### src/rtl/fir_bank_engine_if.sv
// Sample/result handshake and coefficient write port of the multi-bank FIR engine.
// master drives requests (the sample source), slave is the engine.
interface fir_bank_engine_if #(
  parameter int DATA_W = 16,
  parameter int COEF_W = 32,
  parameter int SEL_W  = 2,
  parameter int IDX_W  = 5
);
  logic                     start;
  logic signed [DATA_W-1:0] sample;
  logic        [SEL_W-1:0]  filt_sel;
  logic                     hist_clr;
  logic                     coef_we;
  logic        [SEL_W-1:0]  coef_bank;
  logic        [IDX_W-1:0]  coef_idx;
  logic signed [COEF_W-1:0] coef_wdata;
  logic                     coef_err;
  logic                     busy;
  logic                     done;
  logic signed [DATA_W-1:0] result;
  logic                     sat;

  modport master (
    output start, sample, filt_sel, hist_clr, coef_we, coef_bank, coef_idx, coef_wdata,
    input  coef_err, busy, done, result, sat
  );

  modport slave (
    input  start, sample, filt_sel, hist_clr, coef_we, coef_bank, coef_idx, coef_wdata,
    output coef_err, busy, done, result, sat
  );
endinterface

### src/rtl/fir_bank_engine.sv
// Time-multiplexed FIR: one MAC per tap over a shared history ring, NFILT coefficient
// banks, bypass select, round-half-up and saturate on the way out.
module fir_bank_engine #(
  parameter int DATA_W    = 16,
  parameter int COEF_W    = 32,
  parameter int COEF_FRAC = 16,
  parameter int TAPS      = 23,
  parameter int NFILT     = 3,
  parameter int SEL_W     = 2,
  parameter int IDX_W     = 5
) (
  input logic clk,
  input logic rst,
  fir_bank_engine_if.slave bus
);

  localparam int CNT_W  = $clog2(TAPS);
  localparam int PROD_W = DATA_W + COEF_W;
  localparam int ACC_W  = PROD_W + CNT_W;

  localparam logic [IDX_W-1:0] LAST   = IDX_W'(TAPS - 1);
  localparam logic [SEL_W:0]   NF_X   = (SEL_W + 1)'(NFILT);
  localparam logic [IDX_W:0]   TAPS_X = (IDX_W + 1)'(TAPS);

  localparam logic signed [ACC_W-1:0] RND  =
    {{(ACC_W-COEF_FRAC){1'b0}}, 1'b1, {(COEF_FRAC-1){1'b0}}};
  localparam logic signed [ACC_W-1:0] MAXV =
    {{(ACC_W-DATA_W+1){1'b0}}, {(DATA_W-1){1'b1}}};
  localparam logic signed [ACC_W-1:0] MINV =
    {{(ACC_W-DATA_W+1){1'b1}}, {(DATA_W-1){1'b0}}};

  typedef enum logic [1:0] {S_IDLE, S_WRITE, S_MAC, S_FINAL} state_t;

  state_t                   state_q, state_d;
  logic                     busy_q, busy_d;
  logic                     done_q, done_d;
  logic                     sat_q, sat_d;
  logic                     err_q, err_d;
  logic                     byp_q, byp_d;
  logic signed [DATA_W-1:0] result_q, result_d;
  logic signed [DATA_W-1:0] samp_q, samp_d;
  logic        [SEL_W-1:0]  sel_q, sel_d;
  logic        [IDX_W-1:0]  wp_q, wp_d;
  logic        [IDX_W-1:0]  rd_q, rd_d;
  logic        [IDX_W-1:0]  k_q, k_d;
  logic signed [ACC_W-1:0]  acc_q, acc_d;

  logic signed [DATA_W-1:0] hist_q [TAPS];
  logic signed [COEF_W-1:0] coef_q [NFILT][TAPS];

  logic                     hist_we, hist_clr_en, cw_ok;
  logic signed [DATA_W-1:0] hist_wdata, hist_rd;
  logic signed [COEF_W-1:0] coef_rd;
  logic signed [PROD_W-1:0] prod;
  logic signed [ACC_W-1:0]  rsum, rsh;
  logic        [IDX_W-1:0]  wp_nxt;

  assign hist_rd = hist_q[rd_q];
  assign coef_rd = coef_q[sel_q][k_q];
  // Operands widened first so the multiply is a full-precision signed product.
  assign prod    = PROD_W'(hist_rd) * PROD_W'(coef_rd);
  assign rsum    = acc_q + RND;
  assign rsh     = rsum >>> COEF_FRAC;
  assign wp_nxt  = (wp_q == LAST) ? '0 : wp_q + 1'b1;

  assign cw_ok = bus.coef_we && !busy_q &&
                 ({1'b0, bus.coef_bank} < NF_X) && ({1'b0, bus.coef_idx} < TAPS_X);

  always_ff @(posedge clk or posedge rst) begin
    if (rst) state_q <= S_IDLE;
    else     state_q <= state_d;
  end

  always_comb begin
    state_d     = state_q;
    busy_d      = busy_q;
    done_d      = 1'b0;
    sat_d       = sat_q;
    result_d    = result_q;
    samp_d      = samp_q;
    sel_d       = sel_q;
    byp_d       = byp_q;
    wp_d        = wp_q;
    rd_d        = rd_q;
    k_d         = k_q;
    acc_d       = acc_q;
    hist_we     = 1'b0;
    hist_wdata  = samp_q;
    hist_clr_en = 1'b0;
    err_d       = bus.coef_we && !cw_ok;
    case (state_q)
      S_IDLE: begin
        if (bus.hist_clr) begin
          hist_clr_en = 1'b1;
          wp_d        = '0;
        end else if (bus.start) begin
          busy_d = 1'b1;
          samp_d = bus.sample;
          sel_d  = bus.filt_sel;
          if ({1'b0, bus.filt_sel} < NF_X) begin
            byp_d   = 1'b0;
            state_d = S_WRITE;
          end else begin
            // Bypass still feeds the history so later filtered runs see this sample.
            byp_d      = 1'b1;
            hist_we    = 1'b1;
            hist_wdata = bus.sample;
            wp_d       = wp_nxt;
            state_d    = S_FINAL;
          end
        end
      end
      S_WRITE: begin
        hist_we = 1'b1;
        wp_d    = wp_nxt;
        rd_d    = wp_q;
        acc_d   = '0;
        k_d     = '0;
        state_d = S_MAC;
      end
      S_MAC: begin
        acc_d = acc_q + ACC_W'(prod);
        k_d   = k_q + 1'b1;
        rd_d  = (rd_q == '0) ? LAST : rd_q - 1'b1;
        if (k_q == LAST) state_d = S_FINAL;
      end
      S_FINAL: begin
        busy_d  = 1'b0;
        done_d  = 1'b1;
        state_d = S_IDLE;
        if (byp_q) begin
          result_d = samp_q;
          sat_d    = 1'b0;
        end else if (rsh > MAXV) begin
          result_d = MAXV[DATA_W-1:0];
          sat_d    = 1'b1;
        end else if (rsh < MINV) begin
          result_d = MINV[DATA_W-1:0];
          sat_d    = 1'b1;
        end else begin
          result_d = rsh[DATA_W-1:0];
          sat_d    = 1'b0;
        end
      end
      default: state_d = S_IDLE;
    endcase
  end

  always_ff @(posedge clk or posedge rst) begin
    if (rst) begin
      busy_q   <= 1'b0;
      done_q   <= 1'b0;
      sat_q    <= 1'b0;
      err_q    <= 1'b0;
      byp_q    <= 1'b0;
      result_q <= '0;
      samp_q   <= '0;
      sel_q    <= '0;
      wp_q     <= '0;
      rd_q     <= '0;
      k_q      <= '0;
      acc_q    <= '0;
    end else begin
      busy_q   <= busy_d;
      done_q   <= done_d;
      sat_q    <= sat_d;
      err_q    <= err_d;
      byp_q    <= byp_d;
      result_q <= result_d;
      samp_q   <= samp_d;
      sel_q    <= sel_d;
      wp_q     <= wp_d;
      rd_q     <= rd_d;
      k_q      <= k_d;
      acc_q    <= acc_d;
    end
  end

  always_ff @(posedge clk or posedge rst) begin
    if (rst) begin
      for (int i = 0; i < TAPS; i++) hist_q[i] <= '0;
    end else if (hist_clr_en) begin
      for (int i = 0; i < TAPS; i++) hist_q[i] <= '0;
    end else if (hist_we) begin
      hist_q[wp_q] <= hist_wdata;
    end
  end

  // Coefficient RAM has no reset; contents are meaningful only once written.
  always_ff @(posedge clk) begin
    if (cw_ok) coef_q[bus.coef_bank][bus.coef_idx] <= bus.coef_wdata;
  end

  assign bus.busy     = busy_q;
  assign bus.done     = done_q;
  assign bus.result   = result_q;
  assign bus.sat      = sat_q;
  assign bus.coef_err = err_q;

endmodule

### src/flat_wrapper.sv
// flat-port wrapper written by rule: the top's interface ports become plain ports
module fir_bank_engine_flat 
#(
  parameter int DATA_W    = 16,
  parameter int COEF_W    = 32,
  parameter int COEF_FRAC = 16,
  parameter int TAPS      = 23,
  parameter int NFILT     = 3,
  parameter int SEL_W     = 2,
  parameter int IDX_W     = 5
)
  (clk, rst, bus_start, bus_sample, bus_filt_sel, bus_hist_clr, bus_coef_we, bus_coef_bank, bus_coef_idx, bus_coef_wdata, bus_coef_err, bus_busy, bus_done, bus_result, bus_sat);
  fir_bank_engine_if #(.DATA_W(DATA_W), .COEF_W(COEF_W), .SEL_W(SEL_W), .IDX_W(IDX_W)) bus_i ();
  input logic clk;
  input logic rst;
  input wire logic [$bits(bus_i.start)-1:0] bus_start;
  input wire logic [$bits(bus_i.sample)-1:0] bus_sample;
  input wire logic [$bits(bus_i.filt_sel)-1:0] bus_filt_sel;
  input wire logic [$bits(bus_i.hist_clr)-1:0] bus_hist_clr;
  input wire logic [$bits(bus_i.coef_we)-1:0] bus_coef_we;
  input wire logic [$bits(bus_i.coef_bank)-1:0] bus_coef_bank;
  input wire logic [$bits(bus_i.coef_idx)-1:0] bus_coef_idx;
  input wire logic [$bits(bus_i.coef_wdata)-1:0] bus_coef_wdata;
  output wire logic [$bits(bus_i.coef_err)-1:0] bus_coef_err;
  output wire logic [$bits(bus_i.busy)-1:0] bus_busy;
  output wire logic [$bits(bus_i.done)-1:0] bus_done;
  output wire logic [$bits(bus_i.result)-1:0] bus_result;
  output wire logic [$bits(bus_i.sat)-1:0] bus_sat;
  assign bus_i.start = bus_start;
  assign bus_i.sample = bus_sample;
  assign bus_i.filt_sel = bus_filt_sel;
  assign bus_i.hist_clr = bus_hist_clr;
  assign bus_i.coef_we = bus_coef_we;
  assign bus_i.coef_bank = bus_coef_bank;
  assign bus_i.coef_idx = bus_coef_idx;
  assign bus_i.coef_wdata = bus_coef_wdata;
  assign bus_coef_err = bus_i.coef_err;
  assign bus_busy = bus_i.busy;
  assign bus_done = bus_i.done;
  assign bus_result = bus_i.result;
  assign bus_sat = bus_i.sat;
  fir_bank_engine #(.DATA_W(DATA_W), .COEF_W(COEF_W), .COEF_FRAC(COEF_FRAC), .TAPS(TAPS), .NFILT(NFILT), .SEL_W(SEL_W), .IDX_W(IDX_W)) u_core (.clk(clk), .rst(rst), .bus(bus_i));
endmodule
### config.mk
export PLATFORM = sky130hd
export DESIGN_NAME = fir_bank_engine_flat
export DESIGN_NICKNAME = d
export VERILOG_FILES = /design/src/rtl/fir_bank_engine_if.sv /design/src/rtl/fir_bank_engine.sv /design/src/flat_wrapper.sv
export SDC_FILE = /design/constraint.sdc
export NUM_CORES = 2
export LEC_CHECK = 0
export ABC_AREA = 1
export BUFFER_PORTS_ARGS = -buffer_cell sky130_fd_sc_hd__buf_2
export CORE_UTILIZATION = 48
export DETAILED_ROUTE_END_ITERATION = 10
export PLACE_DENSITY_LB_ADDON = 0.3
export SLEW_MARGIN = 20
export SYNTH_ARGS = -nofsm -noshare
export SYNTH_HDL_FRONTEND = slang
export SYNTH_SLANG_ARGS = --single-unit
### constraint.sdc
create_clock -name clk -period 37.9 [get_ports clk]
set_clock_uncertainty 0.2 [all_clocks]
set_input_delay 1.895 -clock clk [delete_from_list [all_inputs] [get_ports clk]]
set_output_delay 1.895 -clock clk [all_outputs]
set_load 0.02 [all_outputs]
# After elaboration in Yosys (flattened, before gate mapping)
# Memories as Yosys holds them, arrays and structs flattened.
# Cells that the tools add are included.
# totals
latch_bits	0
ramBits	2208
mem_count	1
inputBits	62
reg_bits	477
rom_bits	0
# op_classes
n_bitwise	5
n_shift	0
n_mux	49
n_mul	1
n_reduce_logical	18
div_mod_pow	0
eq_ne	10
n_addsub	5
magnitude_cmp	11
# memory_table
name	depth	width	rd	rd_clocked_by_memory_dff	write_ports	line	rtl
u_core.coef_q	3	736	1	0	1	fir_bank_engine.sv:49	logic signed [COEF_W-1:0] coef_q [NFILT][TAPS];
# op_table
cell	n
two-way mux 368 bit	2
two-way mux 736 bit	1
bitwise mux 368 bit	1
binary-select mux 32 bit (select 5 bit)	1
demux 32 bit (select 5 bit)	1
two-way mux 16 bit	10
one-hot mux 53 bit (2 select lines)	1
two-way mux 32 bit	3
binary-select mux 16 bit (select 5 bit)	1
demux 16 bit (select 5 bit)	1
adder 53 x 17 -> 53 bit, second input constant	1
adder 53 x 48 -> 53 bit	1
multiplier 16 x 32 -> 48 bit	1
> comparator 37 x 16 -> 1 bit, second input constant	1
< comparator 37 x 16 -> 1 bit, second input constant	1
one-hot mux 5 bit (2 select lines)	3
two-way mux 5 bit	5
greater-or-equal comparator 6 bit, second input constant	4
inverter 5 -> 6 bit	4
< comparator 6 x 1 -> 1 bit, second input constant	2
two-way mux 1 bit	12
AND reduction 3 bit	4
adder 5 x 1 -> 5 bit, second input constant	2
== test 5 bit, second input constant	2
17 further kinds	34

# Logic depth before layout (Yosys ltp)
# depth
depth_word	8
depth_mapped	44
ltp_nobuf	41

# Worst setup path before layout
# No wires, ideal clock.
# synth_timing
path_type	register to register
from	register u_core.k_q[0]
to	register u_core.acc_q[44]
setup_time_ns	0.133
setup_slack_ns	30.739
arrival_time_ns	6.827
path_stages_with_launch	36
period_less_slack_ns	7.161
path_cell_list	dfrtp_1 > buf_4 > inv_4 > nand2_2 > inv_2 > clkbuf_1 > o21ai_0 > o211ai_1 > nand3_1 > nand2_1 > buf_2 > nand2_1 > fa_1 > inv_1 > fa_1 > inv_1 > fa_1 > inv_1 > fa_1 > fa_1 > inv_1 > fa_1 > inv_1 > ha_1 > nand2_1 > nor2_1 > inv_1 > nor2_1 > inv_1 > nor2_1 > nand3_1 > nand3_1 > a21o_1 > a21oi_1 > o21ai_0 > o21ai_0
# synth_between
elab_chain_cells	7
# synth_lines
item	line	rtl
start: declaration	fir_bank_engine.sv:45	logic [IDX_W-1:0] k_q, k_d;
start signal: assignment	fir_bank_engine.sv:174	k_q <= k_d;
inverter 5 -> 6 bit (implied by the code)	fir_bank_engine.sv:59	assign coef_rd = coef_q[sel_q][k_q];
binary-select mux 32 bit (select 5 bit)	fir_bank_engine.sv:59	
two-way mux 32 bit (implied by the code) (2 in series)	fir_bank_engine.sv:59	
multiplier 16 x 32 -> 48 bit	fir_bank_engine.sv:61	assign prod = PROD_W'(hist_rd) * PROD_W'(coef_rd);
adder 53 x 48 -> 53 bit	fir_bank_engine.sv:122	acc_d = acc_q + ACC_W'(prod);
one-hot mux 53 bit (2 select lines)	fir_bank_engine.sv:91	case (state_q)
end signal: assignment	fir_bank_engine.sv:162	acc_q <= '0;
end signal: assignment	fir_bank_engine.sv:175	acc_q <= acc_d;
end: declaration	fir_bank_engine.sv:46	logic signed [ACC_W-1:0] acc_q, acc_d;
# Every way passes these cells. The select of a mux whose other input is x is not followed.
# A chain may end at the register's enable or synchronous reset.

# Worst setup path in the final report
# layout_timing
from	register u_core.k_q[0]
to	register u_core.acc_q[50]
# Same word-level chain as after synthesis.

==> metrics <==
via count=93700; Mapped Area=131000 um^2; gp weighted congestion=0.916; crit end category=flop; first-pass GRT wire length=607 mm; Detail Route Antenna Nets=0; # clock sinks=2685; simple-gate share of the synthesized area=11.9%; worst slew pin tran=1130 ps; Compound-Gate Fraction of Synth Area=12.4%; Avg Cell Area, Syn=11.0 um^2; Seq/Total Area, Yosys=59.9%; Rows=191; Layout area overhead=10.0%; Worst Hold Path EP=u_core.bus.sat$_DFFE_PP0P_; DR WL met3=36.3 mm; adder-cell area share of the yosys netlist=10.0%; Fin Setup TNS=0 ps; initial drt markers=12200; area taken by flip-flops and latches=78300 um^2; fill count=23200; postcts setup bufs=0; Initial Util=48.3%; proportion of layout cells with a drive suffix above 1=7.69%; H-Tree Depth=5; ys async rst share=17.8%; final worst path period share=30.8%; DRC=0; CTS tree=done; Critical Path Start Type=flop; Critical R2R Capture=u_core.acc_q[50]$_DFFE_PP0P_; multi-input logic area=45700 um^2; Yosys warnings=0; Met2 Routed Length=194 mm; final WL=412 mm; synth unique cells=67; vias in the first global route=92100; hold depth=2; Post-Synth XOR/XNOR Area=0.127%; Hold Crit Class=reg -> reg; delay-heaviest family, CP=adder cells; slew margin rel.=24.5%; f_max=85.8 MHz; Top cell by count, worst path=fa_1; CTS hold repair buffers=0; chip width=524 um; Period minus WS final=11660 ps; EDFF count, synth=2208; antenna violations before repair=25; Primary FF master, synth=edfxtp_1; maximum fanout along the worst path=78; area of the core=271000 um^2; CTS max path bufs=4; Syn Nets=12700; Vias/cell=6.01; mux cell area share after synthesis=0.0383%; clk_lat worst skew=890 ps; Hold Path Origin=u_core.bus.sat$_DFFE_PP0P_; CTS Buf Count=289; drt wl/cell=26.4 um; worst r2r src=u_core.k_q[0]$_DFFE_PP0P_; I/O Pins=82; CP max stage delay=740 ps; FF-to-FF path depth=32; largest family of logic cells by synthesized area=compound AO/OA/AOI/OAI gates; Worst-path clk slew=60 ps; Worst path slowest cell=dfrtp_4; WP data arrival=12130 ps; worst path buffer plus inverter count=10; Global Route Usage Sum=29.8%; DR top layer=met5; flop-to-flop setup slack=26240 ps; pin count of the biggest net entering global routing=179; die height=524 um; setup violators final=0; Final Max Tran Viols=0; final core utilization=53.1%; max-cap viol count=0; Final Net Count=12600; met1 wire length=162 mm; # resized after CTS=0; clock root buffer=clkbuf_16; DRT Pass-1 Iters=8; gr ovfl total=0; IO buf count=81; status=completed; RSZ-0062 raised after global routing=false; Synth Instances=11900; area of the die=274000 um^2; Crit path required time=38370 ps; critical path class=reg -> reg; Final Hold Viols=0; Synth Register Bits=2685; dpl hpwl=247 mm
-- layer usage --
layer  track usage [%]  vias up
met2              48.3     4883
li1                  -    41000
met4              13.2       16
met1              40.0    46900
met5                 0        -
met3              4.48      904
-- cells by family (layout without fill, tap and decap cells) --
family / Yosys count / in the layout
AND/OR/NAND/NOR: 3842 / 3842
flip-flops: 2685 / 2685
XOR/XNOR: 19 / 19
adder cells (fa/ha/maj): 711 / 711
other: 0 / 9
AO/OA/AOI/OAI: 2843 / 2843
buffers and inverters: 1788 / 1898
multiplexers: 5 / 5
-- placed cells by master (no fill, tap or decap), types with 11 or more instances in the layout --
cell type / netlist / final
a21oi_1: 693 / 691
a31oi_1: 21 / 21
a32oi_1: 21 / 21
buf_12: 0 / 12
buf_2: 365 / 81
buf_4: 46 / 215
bufinv_16: 0 / 13
clkbuf_1: 265 / 65
clkbuf_16: 0 / 293
clkbuf_8: 0 / 16
clkinv_1: 8 / 61
clkinv_2: 0 / 44
dfrtp_1: 477 / 470
edfxtp_1: 2208 / 2208
fa_1: 559 / 559
ha_1: 152 / 152
inv_1: 1050 / 1045
inv_2: 17 / 18
inv_6: 0 / 11
nand2_1: 2172 / 2169
nand2_2: 33 / 36
nand3_1: 531 / 531
nand4_1: 32 / 32
nor2_1: 984 / 912
nor2_2: 12 / 13
nor2_4: 4 / 75
nor3_1: 22 / 22
o211ai_1: 290 / 290
o21a_1: 11 / 11
o21ai_0: 1251 / 1244
o21ai_1: 27 / 20
o21ai_4: 0 / 11
o21bai_1: 12 / 12
o221ai_1: 62 / 62
o22ai_1: 358 / 358
o311ai_0: 16 / 16
or2_2: 24 / 24
xor2_1: 13 / 13
-- through the flow --
stage / cells / setup WS (ps) / area (um^2) / hold slack (ps)
global placement: 15100 / 26390 / 135000 / 257
CTS: 15600 / 26260 / 144000 / 279
detailed placement: 15100 / 26320 / 135000 / 264
floorplan: 11900 / 22500 / 131000 / 248
global route: 15600 / 25720 / 144000 / 294
finish: 15600 / 26240 / 144000 / 280
-- Yosys cell counts (all sizes together), types with 8 or more instances --
master,count,area (um^2)
clkbuf,265,995
nand4,32,200
ha,152,1900
o221ai,64,573
o21a,11,82.6
a31oi,21,131
o22ai,358,2240
buf,446,2390
o2111ai,10,93.8
nor2,1000,3810
o21bai,12,90.1
o311ai,18,183
edfxtp,2208,66300
fa,559,11200
o31ai,8,60.1
a22oi,9,67.6
a21oi,694,3480
nand3,537,2730
xor2,13,114
and2,9,56.3
o21ai,1282,6430
a22o,8,70.1
inv,1069,4020
nand2,2206,8370
or2,25,156
a32oi,21,184
nor3,23,120
clkinv,8,30.0
dfrtp,477,11900
a32o,9,90.1
o211ai,292,2200
-- worst register-to-register path: cells and delay by family (launching register included) --
family                   cells  cell delay, ps
AO/OA/AOI/OAI                7            1630
adder cells (fa/ha/maj)      7            3760
buffers and inverters       10            3220
flip-flops                   1             740
AND/OR/NAND/NOR              8            1910
-- registers in the layout, summed over array words and instances, names as in the netlist --
register and flops:
u_core.bus.result 16, u_core.wp_q 5, u_core.sel_q 2, u_core.bus.coef_err 1, u_core.rd_q 5, u_core.k_q 5, u_core.state_q 2, u_core.hist_q 368
u_core.samp_q 16, u_core.coef_q 2208, u_core.bus.sat 1, u_core.acc_q 53, u_core.bus.busy 1, u_core.bus.done 1, u_core.byp_q 1
-- worst max-delay path by stage --
stage                               from                      endpoint  cells after the start
2_1_floorplan                        rst   u_core.acc_q[0]$_DFFE_PP0P_                      1
3_3_place_gp   u_core.k_q[0]$_DFFE_PP0P_  u_core.acc_q[51]$_DFFE_PP0P_                     33
3_5_place_dp   u_core.k_q[0]$_DFFE_PP0P_  u_core.acc_q[51]$_DFFE_PP0P_                     32
4_1_cts        u_core.k_q[0]$_DFFE_PP0P_  u_core.acc_q[51]$_DFFE_PP0P_                     32
5_1_grt        u_core.k_q[0]$_DFFE_PP0P_  u_core.acc_q[48]$_DFFE_PP0P_                     32
6_report       u_core.k_q[0]$_DFFE_PP0P_  u_core.acc_q[50]$_DFFE_PP0P_                     32
-- final cells by class --
cell class,count,share of cell area [%]
antenna,9,0.0157
clock buffer,374,5.42
clock inverter,137,0.818
inverter,1077,2.85
multi-input combinational,7420,31.8
sequential,2685,54.4
tap,3570,3.11
timing repair buffer,310,1.58
Power is left out: the tool's default activity adds up to more than one toggle a clock period on the data nets, which glitch-free logic cannot reach.
